[config.mk]
export PLATFORM = sky130hd
export DESIGN_NAME = tt_um_logarithmic_afpm
export DESIGN_NICKNAME = d
export VERILOG_FILES = /design/src/rtl/tt_um_logarithmic_afpm.sv
export SDC_FILE = /design/constraint.sdc
export NUM_CORES = 1
export LEC_CHECK = 0
export ABC_AREA = 1
export CAP_MARGIN = 10
export CORE_MARGIN = 5
export CORE_UTILIZATION = 40
export CTS_CLUSTER_DIAMETER = 40
export DETAILED_ROUTE_END_ITERATION = 8
export PLACE_DENSITY = 0.62
export SETUP_SLACK_MARGIN = 0.05
export SLEW_MARGIN = 20
export SYNTH_ARGS = -nofsm -noshare
export SYNTH_HDL_FRONTEND = slang
export SYNTH_SLANG_ARGS = --single-unit
[constraint.sdc]
create_clock -name clk -period 3.7 [get_ports clk]
set_input_delay 1.11 -clock clk [delete_from_list [all_inputs] [get_ports clk]]
set_output_delay 1.11 -clock clk [all_outputs]
set_load 0.005 [all_outputs]
[src/rtl/tt_um_logarithmic_afpm.sv]
// ----------------------------------------------------------------------------
// tt_um_logarithmic_afpm
//
// Byte-serial approximate FP16 multiplier using Mitchell's logarithmic
// approximation: the product fraction is the sum of the operand fractions
// rather than their product. A four-state frame loads each operand as two
// bytes (low first), computes, then streams the 16-bit product out as two
// bytes (low first).
//
// Ports:
//   clk      in   1  system clock, rising edge
//   rst_n    in   1  asynchronous active-low reset
//   ena      in   1  tile enable (unused)
//   ui_in    in   8  operand A byte stream, low byte first
//   uio_in   in   8  operand B byte stream, low byte first
//   uo_out   out  8  product byte stream, low byte first (registered)
//   uio_out  out  8  constant 0x00
//   uio_oe   out  8  constant 0x00 (all uio pins are inputs)
// ----------------------------------------------------------------------------
module tt_um_logarithmic_afpm (
    input  logic       clk,
    input  logic       rst_n,
    input  logic       ena,
    input  logic [7:0] ui_in,
    input  logic [7:0] uio_in,
    output logic [7:0] uo_out,
    output logic [7:0] uio_out,
    output logic [7:0] uio_oe
);

    localparam logic [1:0] ST_LOAD_LO = 2'd0;
    localparam logic [1:0] ST_LOAD_HI = 2'd1;
    localparam logic [1:0] ST_CALC    = 2'd2;
    localparam logic [1:0] ST_OUT_HI  = 2'd3;

    logic [1:0]  state_q, state_d;
    logic [15:0] a_q, a_d;
    logic [15:0] b_q, b_d;
    logic [15:0] p_q, p_d;
    logic [7:0]  uo_q, uo_d;
    logic [15:0] prod;

    // Tile enable carries no meaning for this design.
    logic unused_ena;
    assign unused_ena = ena;

    assign uo_out  = uo_q;
    assign uio_out = 8'h00;
    assign uio_oe  = 8'h00;

    // ------------------------------------------------------------------------
    // Mitchell multiply of the captured operands.
    // ------------------------------------------------------------------------
    logic        s_res;
    logic [4:0]  e_a, e_b;
    logic [9:0]  m_a, m_b;
    logic        nan_a, nan_b, inf_a, inf_b, zero_a, zero_b;
    logic [10:0] frac_sum;
    logic signed [6:0] exp_sum;

    always_comb begin
        // NOTE: every always_comb output gets a default before any branch, so
        // no path can leave a value unassigned and infer a latch.
        prod     = 16'h0000;
        s_res    = a_q[15] ^ b_q[15];
        e_a      = a_q[14:10];
        e_b      = b_q[14:10];
        m_a      = a_q[9:0];
        m_b      = b_q[9:0];
        nan_a    = (e_a == 5'h1F) && (m_a != 10'h0);
        nan_b    = (e_b == 5'h1F) && (m_b != 10'h0);
        inf_a    = (e_a == 5'h1F) && (m_a == 10'h0);
        inf_b    = (e_b == 5'h1F) && (m_b == 10'h0);
        zero_a   = (e_a == 5'h00) && (m_a == 10'h0);
        zero_b   = (e_b == 5'h00) && (m_b == 10'h0);
        frac_sum = {1'b0, m_a} + {1'b0, m_b};
        // Signed so that small exponents go negative and flag underflow.
        exp_sum  = $signed({2'b00, e_a}) + $signed({2'b00, e_b}) - 7'sd15;

        // Fraction carry is the log-domain equivalent of renormalising.
        if (frac_sum[10]) begin
            exp_sum  = exp_sum + 7'sd1;
            frac_sum = {1'b0, frac_sum[9:0]};
        end

        if (nan_a || nan_b || (inf_a && zero_b) || (inf_b && zero_a)) begin
            prod = 16'h7E00;
        end else if (inf_a || inf_b) begin
            prod = {s_res, 5'h1F, 10'h000};
        end else if ((e_a == 5'h00) || (e_b == 5'h00)) begin
            // Zeros and subnormals are flushed.
            prod = {s_res, 15'h0000};
        end else if (exp_sum >= 7'sd31) begin
            prod = {s_res, 5'h1F, 10'h000};
        end else if (exp_sum <= 7'sd0) begin
            prod = {s_res, 15'h0000};
        end else begin
            prod = {s_res, exp_sum[4:0], frac_sum[9:0]};
        end
    end

    // ------------------------------------------------------------------------
    // Frame sequencing; advances every cycle regardless of inputs.
    // ------------------------------------------------------------------------
    always_comb begin
        state_d = state_q;
        a_d     = a_q;
        b_d     = b_q;
        p_d     = p_q;
        uo_d    = uo_q;
        case (state_q)
            ST_LOAD_LO: begin
                a_d[7:0] = ui_in;
                b_d[7:0] = uio_in;
                state_d  = ST_LOAD_HI;
            end
            ST_LOAD_HI: begin
                a_d[15:8] = ui_in;
                b_d[15:8] = uio_in;
                state_d   = ST_CALC;
            end
            ST_CALC: begin
                p_d     = prod;
                uo_d    = prod[7:0];
                state_d = ST_OUT_HI;
            end
            ST_OUT_HI: begin
                uo_d    = p_q[15:8];
                state_d = ST_LOAD_LO;
            end
            default: state_d = ST_LOAD_LO;
        endcase
    end

    // NOTE: all state, including the operand and product registers, is reset
    // so a mid-frame reset discards partial operands and uo_out reads 0x00.
    always_ff @(posedge clk or negedge rst_n) begin
        if (!rst_n) begin
            state_q <= ST_LOAD_LO;
            a_q     <= 16'h0000;
            b_q     <= 16'h0000;
            p_q     <= 16'h0000;
            uo_q    <= 8'h00;
        end else begin
            // NOTE: non-blocking assignments so every flop samples the values
            // from before this edge, independent of statement order.
            state_q <= state_d;
            a_q     <= a_d;
            b_q     <= b_d;
            p_q     <= p_d;
            uo_q    <= uo_d;
        end
    end

endmodule

==> impl_metrics.csv, run 1 <==
group,metric,value,unit
run_status,outcome,"finished clean",
yosys,synth_top_family_by_area,"simple AND/OR/NAND/NOR gates",
yosys,muxShareOfSynthArea,0.0202,
cells_and_area,antenna_cells,0,
cells_and_area,multi_input_area,0.00180,mm^2
yosys,avgSynthCellArea,8.08,um^2
placed_design,dpl_cell_area,0.00365,mm^2
drt,drt_iter0_drc,125,
drt,routed_wl,7.00,mm
drt,vias,2617,
die,rows,33,
pwr,peakVddDrop,180,uV
worst_setup_path,start_kind,"register",
worst_setup_path,slowest_stage,"fa_1",
drt,viasPerCell,4.79,
placed_design,post-dp-hpwl,5.75,mm
global_routing,grt_pass1_wl,11.7,mm
cells_and_area,final_cell_mix,"nand2_1, inv_1, dfrtp_1",
pwr,p_total,1.41,mW
yosys,yosys.area_share.xor_xnor,0.0311,
cells_and_area,regArea,0.00125,mm^2
sta,max-slew-margin-rel,0.370,
sta,min_period,2.77,ns
yosys,synth_compound_area_frac,0.111,
worst_setup_path,worstPathRequired,3.90,ns
clock_tree,insertion_delay,0.31,ns
placed_design,gp_congestion,0.845,
min_path,min_from,"p_q[15]",
worst_setup_path,r2r-end,"p_q[10]",
clock_tree,clock_path_buffers,2,
sta,setup_viol,0,
worst_setup_path,worstPathMaxFanout,10,
yosys,yosys.area_share.adder,0.105,
die,fp.coreArea,0.00818,mm^2
clock_tree,cts.repair.resized,0,
die,initial_utilization,0.409,
cells_and_area,area_growth_syn_to_layout,11.9,%
die,ios,43,
sta,timing.final.crit_share,0.748,
drt,dr.pass1.iters,4,
sta,worst_hold_slack,0.499,ns
placed_design,port_buffers,25,
cells_and_area,layout.nets,486,
sta,slew_viol_final,0,
clock_tree,cts_made_buffers,5,
worst_setup_path,critical_path_class,"reg -> reg",
yosys,synth_simple_gate_area_frac,0.251,
job,drv_cap,0,
clock_tree,cts-htree-levels,2,
global_routing,grtUsageTotal,0.143,
yosys,syn-cell-area,0.00334,mm^2
min_path,min_delay_worst_endpoint,"p_q[15]",
drt,antenna_left,0,
clock_tree,cts_setup_buffers,0,
pwr,cellLeakagePower,1.88,nW
worst_setup_path,r2r_start,"a_q[11]",
pwr,cellPowerDensity,376,mW/mm^2
cells_and_area,post-route-util,0.458,
die,fp.dieW,101,um
cells_and_area,drive_gt1_frac,0.0975,
worst_setup_path,worst-path-buf-inv,0,
clock_tree,root_buffer,"clkbuf_8",
sta,rsz0062_at_grt,"false",
worst_setup_path,cpMostUsedCell,"nand2_1",
drt,drt-wirelength-per-cell,12.8,um
cells_and_area,postLayoutCellArea,0.00374,mm^2
worst_setup_path,cpPeakStageDelay,0.41,ns
clock_tree,ctsHoldBuffers,0,
sta,fin_worst_skew,0.00613,ns
worst_setup_path,crit_family,"adder cells",
cells_and_area,num-fill-cells,813,
yosys,synth_seq_area_share,0.374,
clock_tree,path_clk_slew,0.10,ns
min_path,hp-class,"reg -> reg",
sta,fmax,361,MHz
die,dieArea,0.0103,mm^2
cells_and_area,mostFrequentLayoutCell,"nand2_1",
yosys,ys_ff_latch,50,
die,die_y,101,um
worst_setup_path,arrival,2.97,ns
sta,final.setup.tns,0,ns
global_routing,grt_overflow,0,
drt,route.detailed.drc,0,
worst_setup_path,r2r_cells,14,
worst_setup_path,critical_path.endpoint_type,"register",
yosys,yosys_warnings,0,
min_path,hold_path_depth,2,
yosys,postSynthCellCount,414,
worst_setup_path,ff2ff_setup_slack,0.93,ns
clock_tree,cts_tree,"done",
global_routing,antenna_found_initial,0,
clock_tree,cts.sinks,50,
global_routing,grt_pass1_vias,2450,
global_routing,grt_max_degree,40,
sta,finalHoldViolations,0,
yosys,synthDistinctLibCells,39,
sta,worstMarginPinSlew,0.946,ns
worst_setup_path,crit_chain,"ha_1 > ha_1 > fa_1 > xnor2_1 > xor2_1 > nand2_1 > o21ai_2 > nand3_1 > nor2_2 > nor2_8 > nand2_1 > nand2_1 > nand2_1 > nand2_1",
[layer usage]
metal  GRT usage  vias to the layer above  share of wire
met4      0.0276                        0         0.0056
met3      0.0282                        5          0.044
met2       0.227                       48           0.45
met1       0.205                     1207           0.50
li1            -                     1357              -
met5           0                        -              0
[tightest hold or removal path: stages (launching register included)]
cell	delay, ns
dfrtp_1	0.35
nand2_1	0.06
o21ai_0	0.06
[Yosys cell counts]
master	n	area share
nand2_1	111	0.12
inv_1	53	0.059
dfrtp_1	50	0.37
o21ai_0	30	0.045
ha_1	25	0.094
buf_4	16	0.036
nand3_1	15	0.022
nor2_1	15	0.017
a21oi_1	11	0.016
nand4_1	10	0.019
a22oi_1	8	0.018
xnor2_1	7	0.018
clkbuf_1	6	0.0067
mux2_2	6	0.020
a31oi_1	4	0.0075
nand2_2	4	0.0075
nor2_2	4	0.0075
nor3_1	4	0.0060
o21ai_2	4	0.010
or2_2	4	0.0075
o21ai_1	3	0.0045
xor2_1	3	0.0079
a21o_1	2	0.0045
fa_1	2	0.012
nand3_4	2	0.010
nor4_1	2	0.0037
a21oi_4	1	0.0049
buf_1	1	0.0011
clkinv_1	1	0.0011
conb_1	1	0.0011
inv_2	1	0.0011
nand2_4	1	0.0034
nand3_2	1	0.0030
nand3b_1	1	0.0022
nand4_4	1	0.0064
nor2_4	1	0.0034
nor2_8	1	0.0060
or2_1	1	0.0019
xor2_2	1	0.0049
[worst max-delay path by stage]
stage / endpoint / from / depth (start not counted)
after floorplan: p_q[10] / a_q[11] / 14
after global placement: p_q[12] / a_q[11] / 14
after detailed placement: p_q[13] / a_q[11] / 14
after CTS: p_q[10] / a_q[11] / 14
after global routing: uo_out[0] / a_q[10] / 17
final: p_q[10] / a_q[11] / 14
[cell families (layout without fill, tap and decap cells)]
kind of cell / count (synthesis) / count (layout)
AND/OR/NAND/NOR: 178 / 178
adder cells (fa/ha/maj): 27 / 27
XOR/XNOR: 11 / 11
AO/OA/AOI/OAI: 63 / 63
flip-flops: 50 / 50
multiplexers: 6 / 6
buffers and inverters: 78 / 90
other: 1 / 16
[where the power goes]
group,leakage [nW],internal (mW),switching [mW],total (mW)
logic,1.25,0.186,0.228,0.414
registers,0.585,0.611,0.0431,0.654
clock network,0.0472,0.151,0.187,0.338
total,1.88,0.948,0.458,1.41
[state kept, by name, summed over array words and instances, names as in the netlist]
name and flops:
uo_out 8, a_q 16, b_q 16, state_q 2
p_q 8
[metrics by stage]
step                      setup WS (ns)  cells
after floorplan                    1.14    429
after global placement            0.959    538
after detailed placement          0.932    538
after CTS                         0.903    546
after global routing              0.653    546
final                             0.932    546
[layout make-up]
cell class,count,share of cell area
flip-flops and latches,50,0.334
repair buffers,27,0.0696
clock inverters,2,0.00334
well taps,105,0.0351
clock buffers,6,0.0221
inverters,55,0.0552
multi-input cells,301,0.480
(Power assumes the default switching activity.)
==> inputs of run 2 (changes only) <==
==> constraint.sdc (replaced) <==
create_clock -name clk -period 2.9 [get_ports clk]
set_input_delay 0.87 -clock clk [delete_from_list [all_inputs] [get_ports clk]]
set_output_delay 0.87 -clock clk [all_outputs]
set_load 0.005 [all_outputs]
==> impl_metrics.csv, run 2 (synthesis gave the netlist of run 1 again) <==
group,metric,value,unit
clock_tree,path_clk_slew,0.09,ns
sta,fmax,376,MHz
cells_and_area,reg_top3,"a_q x16, b_q x16",
min_path,hold_path_depth,2,
sta,timing.final.crit_share,0.916,
sta,rsz0062_at_grt,"true",
pwr,cellPowerDensity,474,mW/mm^2
clock_tree,cts.sinks,50,
drt,drt_iter0_drc,91,
pwr,power_report.internal_total,1.23,mW
cells_and_area,num-fill-cells,807,
cells_and_area,antenna_cells,0,
clock_tree,ctsHoldBuffers,0,
clock_tree,cts_made_buffers,5,
drt,route.detailed.drc,0,
die,ios,43,
worst_setup_path,arrival,2.85,ns
pwr,clkPwrFrac,0.232,
drt,dr.pass1.iters,4,
placed_design,post-dp-hpwl,5.84,mm
pwr,cellLeakagePower,1.90,nW
drt,vias,2635,
worst_setup_path,critical_path_class,"reg -> reg",
worst_setup_path,cpMostUsedCell,"nand2_1",
pwr,sw_frac_of_total,0.322,
worst_setup_path,r2r_cells,15,
worst_setup_path,worstPathRequired,3.09,ns
drt,met2_length,3.28,mm
worst_setup_path,ff2ff_setup_slack,0.24,ns
global_routing,grt_max_degree,33,
drt,drt-wirelength-per-cell,13.0,um
drt,routed_wl,7.17,mm
die,rows,33,
worst_setup_path,crit_family,"adder cells",
clock_tree,root_buffer,"clkbuf_8",
cells_and_area,drive_gt1_frac,0.119,
drt,wl_met3,272,um
die,fp.coreArea,0.00818,mm^2
worst_setup_path,r2r_start,"b_q[11]",
sta,min_period,2.66,ns
min_path,min_delay_worst_endpoint,"uo_out[4]",
sta,final.setup.tns,0,ns
global_routing,antenna_found_initial,0,
min_path,hp-class,"reg -> reg",
pwr,peakVddDrop,212,uV
sta,finalHoldViolations,0,
drt,wl_met1,3.51,mm
clock_tree,cts-htree-levels,2,
sta,worstMarginPinSlew,0.702,ns
sta,slew_viol_final,0,
worst_setup_path,worstPathMaxFanout,10,
placed_design,gp_congestion,0.843,
worst_setup_path,worst-path-buf-inv,1,
pwr,comb_power_share,0.308,
min_path,min_from,"uo_out[4]",
clock_tree,insertion_delay,0.30,ns
cells_and_area,post-route-util,0.467,
drt,antenna_left,0,
die,fp.dieW,101,um
cells_and_area,layout.nets,490,
sta,setup_viol,0,
worst_setup_path,r2r-end,"p_q[13]",
job,drv_cap,0,
worst_setup_path,critical_path.endpoint_type,"register",
die,die_y,101,um
global_routing,grt_pass1_vias,2540,
sta,fin_worst_skew,0.00297,ns
die,initial_utilization,0.409,
run_status,outcome,"finished clean",
placed_design,port_buffers,25,
worst_setup_path,cpPeakStageDelay,0.60,ns
die,dieArea,0.0103,mm^2
sta,max-slew-margin-rel,0.532,
global_routing,grt_overflow,0,
worst_setup_path,start_kind,"register",
cells_and_area,mostFrequentLayoutCell,"nand2_1",
drt,viasPerCell,4.79,
pwr,p_seq_frac,0.460,
cells_and_area,area_growth_syn_to_layout,14.2,%
global_routing,grt_pass1_wl,12.0,mm
drt,highest_layer,"met4",
clock_tree,clock_path_buffers,2,
pwr,p_sw,0.584,mW
clock_tree,cts_tree,"done",
cells_and_area,final_cell_mix,"nand2_1, inv_1, dfrtp_1",
global_routing,grtUsageTotal,0.146,
worst_setup_path,slowest_stage,"fa_2",
worst_setup_path,crit_chain,"ha_1 > ha_2 > fa_2 > nand3_1 > inv_2 > xor2_1 > nand2_1 > o21ai_2 > nand3_1 > nor2_4 > nor2_8 > nand2_1 > nand2_1 > nand2_1 > nand2_1",
run 2: cell count changes in the layout (fill, tap and decap cells not counted), moves of 2 or more:
| cell | before | now |
|---|---|---|
| nor2_2 | 4 | 2 |
| inv_1 | 53 | 51 |
| nor2_4 | 1 | 3 |
| inv_2 | 1 | 3 |
| buf_4 | 2 | 5 |
run 2: metal layers:
layer / vias up / GRT usage
met5: - / 0
met3: 8 / 0.0275
met1: 1208 / 0.208
met4: 0 / 0.0368
met2: 50 / 0.230
li1: 1369 / -
run 2: stage by stage:
step | setup WS (ns) | instances | power, mW | hold WS, ns | cell area [um^2]
floorplan | 0.340 | 429 | 1.20 | 0.450 | 3400
global placement | 0.163 | 541 | 1.37 | 0.472 | 3680
detailed placement | 0.133 | 541 | 1.38 | 0.483 | 3680
CTS | 0.119 | 549 | 1.81 | 0.507 | 3770
global route | 0.0384 | 550 | 1.94 | 0.548 | 3820
finish | 0.243 | 550 | 1.81 | 0.509 | 3820
run 2: timing repair:
action | CTS | global route
gates resized for setup | 0 | 10
setup buffers | 0 | 1
endpoints found under the setup margin | 0 | 14
run 2: layout make-up:
class | instances | area (um^2) | share of cell area
Sequential cell | 50 | 1250 | 0.328
Clock inverter | 1 | 5.00 | 0.00131
Multi-Input combinational cell | 301 | 1840 | 0.481
Clock buffer | 7 | 86.3 | 0.0226
Timing Repair Buffer | 31 | 303 | 0.0793
Tap cell | 105 | 131 | 0.0344
Inverter | 55 | 206 | 0.0540
run 2: power groups by stage:
stage / combinational (mW) / sequential (mW) / clock [mW]
finish: 0.558 / 0.834 / 0.421
global route: 0.632 / 0.848 / 0.465
CTS: 0.536 / 0.835 / 0.435
detailed placement: 0.534 / 0.849 / 0
global placement: 0.527 / 0.846 / 0
floorplan: 0.370 / 0.835 / 0
run 2: worst max-delay path by stage:
| stage | startpoint | to | slack (ns) | depth (start not counted) |
|---|---|---|---|---|
| after floorplan | a_q[11] | p_q[10] | 0.34 | 14 |
| after global placement | a_q[11] | p_q[10] | 0.16 | 14 |
| after detailed placement | b_q[11] | p_q[13] | 0.13 | 14 |
| after CTS | b_q[11] | p_q[13] | 0.12 | 14 |
| after global routing | b_q[11] | uo_out[0] | 0.04 | 16 |
| final | b_q[11] | p_q[13] | 0.24 | 15 |
run 2: worst reg2reg max path, cell delays in order, from the launching register on:
cell and delay [ns]:
dfrtp_1 0.40, ha_1 0.28, ha_2 0.20, fa_2 0.60, nand3_1 0.09, inv_2 0.08
xor2_1 0.13, nand2_1 0.08, o21ai_2 0.08, nand3_1 0.14, nor2_4 0.16, nor2_8 0.07
nand2_1 0.07, nand2_1 0.05, nand2_1 0.06, nand2_1 0.05
==> inputs of run 3 (changes only) <==
==> constraint.sdc (replaced) <==
create_clock -name clk -period 2.8 [get_ports clk]
set_input_delay 0.84 -clock clk [delete_from_list [all_inputs] [get_ports clk]]
set_output_delay 0.84 -clock clk [all_outputs]
set_load 0.005 [all_outputs]
==> impl_metrics.csv, run 3 (synthesis gave the netlist of run 1 again) <==
group,metric,value,unit
run_status,outcome,"finished clean",
die,initial_utilization,0.409,
placed_design,post-dp-hpwl,5.78,mm
sta,max-slew-margin-rel,0.545,
global_routing,grtUsageTotal,0.152,
worst_setup_path,worstPathMaxFanout,7,
clock_tree,cts_made_buffers,5,
drt,vias,2679,
sta,fin_ws,0.183,ns
min_path,min_from,"p_q[8]",
pwr,cellPowerDensity,486,mW/mm^2
die,dieArea,0.0103,mm^2
cells_and_area,antenna_cells,0,
drt,dr.pass1.iters,4,
global_routing,grt_pass1_wl,12.4,mm
clock_tree,cts_tree,"done",
sta,final.setup.tns,0,ns
pwr,cellLeakagePower,1.92,nW
clock_tree,root_buffer,"clkbuf_8",
worst_setup_path,start_kind,"register",
min_path,hold_path_depth,2,
sta,setup_viol,0,
die,fp.dieW,101,um
worst_setup_path,r2r_start,"b_q[11]",
cells_and_area,num-fill-cells,819,
drt,antenna_left,0,
job,drv_cap,0,
worst_setup_path,critical_path_class,"reg -> reg",
die,rows,33,
cells_and_area,area_growth_syn_to_layout,15.6,%
sta,worstMarginPinSlew,0.683,ns
cells_and_area,reg_top3,"a_q x16, b_q x16",
worst_setup_path,r2r_cells,16,
drt,viasPerCell,4.85,
clock_tree,cts.sinks,50,
cells_and_area,mostFrequentLayoutCell,"nand2_1",
sta,fin_worst_skew,0.00336,ns
worst_setup_path,slowest_stage,"fa_2",
sta,finalHoldViolations,0,
worst_setup_path,arrival,2.81,ns
worst_setup_path,worst-path-buf-inv,2,
min_path,min_delay_worst_endpoint,"p_q[8]",
cells_and_area,layout.nets,494,
die,die_y,101,um
worst_setup_path,crit_chain,"ha_4 > ha_4 > fa_2 > nand3_2 > inv_2 > xor2_1 > nand2_1 > o21ai_2 > nor2_1 > nand2_1 > nand2_2 > nand2_4 > buf_4 > nand2_1 > nand2_1 > nand2_1",
sta,rsz0062_at_grt,"false",
sta,fmax,382,MHz
clock_tree,cts-htree-levels,2,
worst_setup_path,ff2ff_setup_slack,0.18,ns
cells_and_area,final_cell_mix,"nand2_1, inv_1, dfrtp_1",
sta,slew_viol_final,0,
die,fp.coreArea,0.00818,mm^2
clock_tree,insertion_delay,0.30,ns
worst_setup_path,worstPathRequired,2.99,ns
placed_design,gp_congestion,0.839,
pwr,peakVddDrop,187,uV
min_path,hp-class,"reg -> reg",
clock_tree,clock_path_buffers,2,
cells_and_area,post-route-util,0.473,
sta,timing.final.crit_share,0.935,
worst_setup_path,cp.depth,16,
placed_design,port_buffers,25,
sta,min_period,2.62,ns
global_routing,grt_pass1_vias,2660,
clock_tree,path_clk_slew,0.08,ns
global_routing,antenna_found_initial,0,
drt,routed_wl,7.16,mm
worst_setup_path,critical_path.endpoint_type,"register",
worst_setup_path,cpPeakStageDelay,0.58,ns
global_routing,grt_overflow,0,
worst_setup_path,crit_family,"adder cells",
cells_and_area,drive_gt1_frac,0.141,
placed_design,pre_cts_slack,0.0430,ns
die,ios,43,
drt,drt-wirelength-per-cell,13.0,um
drt,drt_iter0_drc,101,
worst_setup_path,r2r-end,"p_q[12]",
worst_setup_path,cpMostUsedCell,"nand2_1",
global_routing,grt_max_degree,51,
drt,route.detailed.drc,0,
[run 3: worst max-delay path by stage]
stage / from / endpoint
finish: b_q[11] / p_q[12]
CTS: a_q[11] / p_q[13]
global placement: a_q[11] / p_q[12]
floorplan: a_q[11] / p_q[10]
detailed placement: a_q[11] / p_q[13]
global route: b_q[11] / p_q[12]
[run 3: metal layers]
layer  wire length [um]  part of all wire  GRT usage  vias up
li1                   -                 -          -     1373
met1               3490              0.49      0.209     1241
met2               3290              0.46      0.249       57
met3                292             0.041     0.0255        8
met4                 87             0.012     0.0378        0
met5                  0                 0          0        -
[run 3: what timing repair did]
action / CTS / global route
hold buffers: 0 / 0
gates resized for setup: 1 / 18
pin swaps: 0 / 8
setup buffers: 0 / 3
hold endpoints to repair: 0 / 0
setup endpoints to repair: 6 / 15
[run 3: worst reg2reg max path, stage by stage, from the launching register on]
cell and delay, ns:
dfrtp_1 0.42, ha_4 0.26, ha_4 0.16, fa_2 0.58
nand3_2 0.09, inv_2 0.08, xor2_1 0.14, nand2_1 0.08
o21ai_2 0.10, nor2_1 0.06, nand2_1 0.07, nand2_2 0.09
nand2_4 0.12, buf_4 0.13, nand2_1 0.05, nand2_1 0.05
nand2_1 0.04
[run 3: area by class of cell]
class / instances / area, um^2 / share of cell area
Multi-Input combinational cell: 301 / 1880 / 0.485
Sequential cell: 50 / 1250 / 0.324
Timing Repair Buffer: 35 / 320 / 0.0828
Inverter: 55 / 206 / 0.0534
Tap cell: 105 / 131 / 0.0340
Clock buffer: 6 / 82.6 / 0.0214
[run 3: report_power, final]
group	leakage (nW)	total, mW	switching, mW	internal, mW
combinational	1.29	0.604	0.324	0.280
clock	0.0431	0.408	0.218	0.191
sequential	0.585	0.866	0.0584	0.808
total	1.92	1.88	0.600	1.28
[run 3: through the flow]
step / total power [mW] / cells / area, um^2 / hold slack, ns
after global placement: 1.43 / 543 / 3680 / 0.473
after CTS: 1.85 / 549 / 3770 / 0.502
after global routing: 2.02 / 552 / 3870 / 0.531
final: 1.88 / 552 / 3870 / 0.494
after detailed placement: 1.44 / 543 / 3680 / 0.478
after floorplan: 1.25 / 429 / 3400 / 0.450
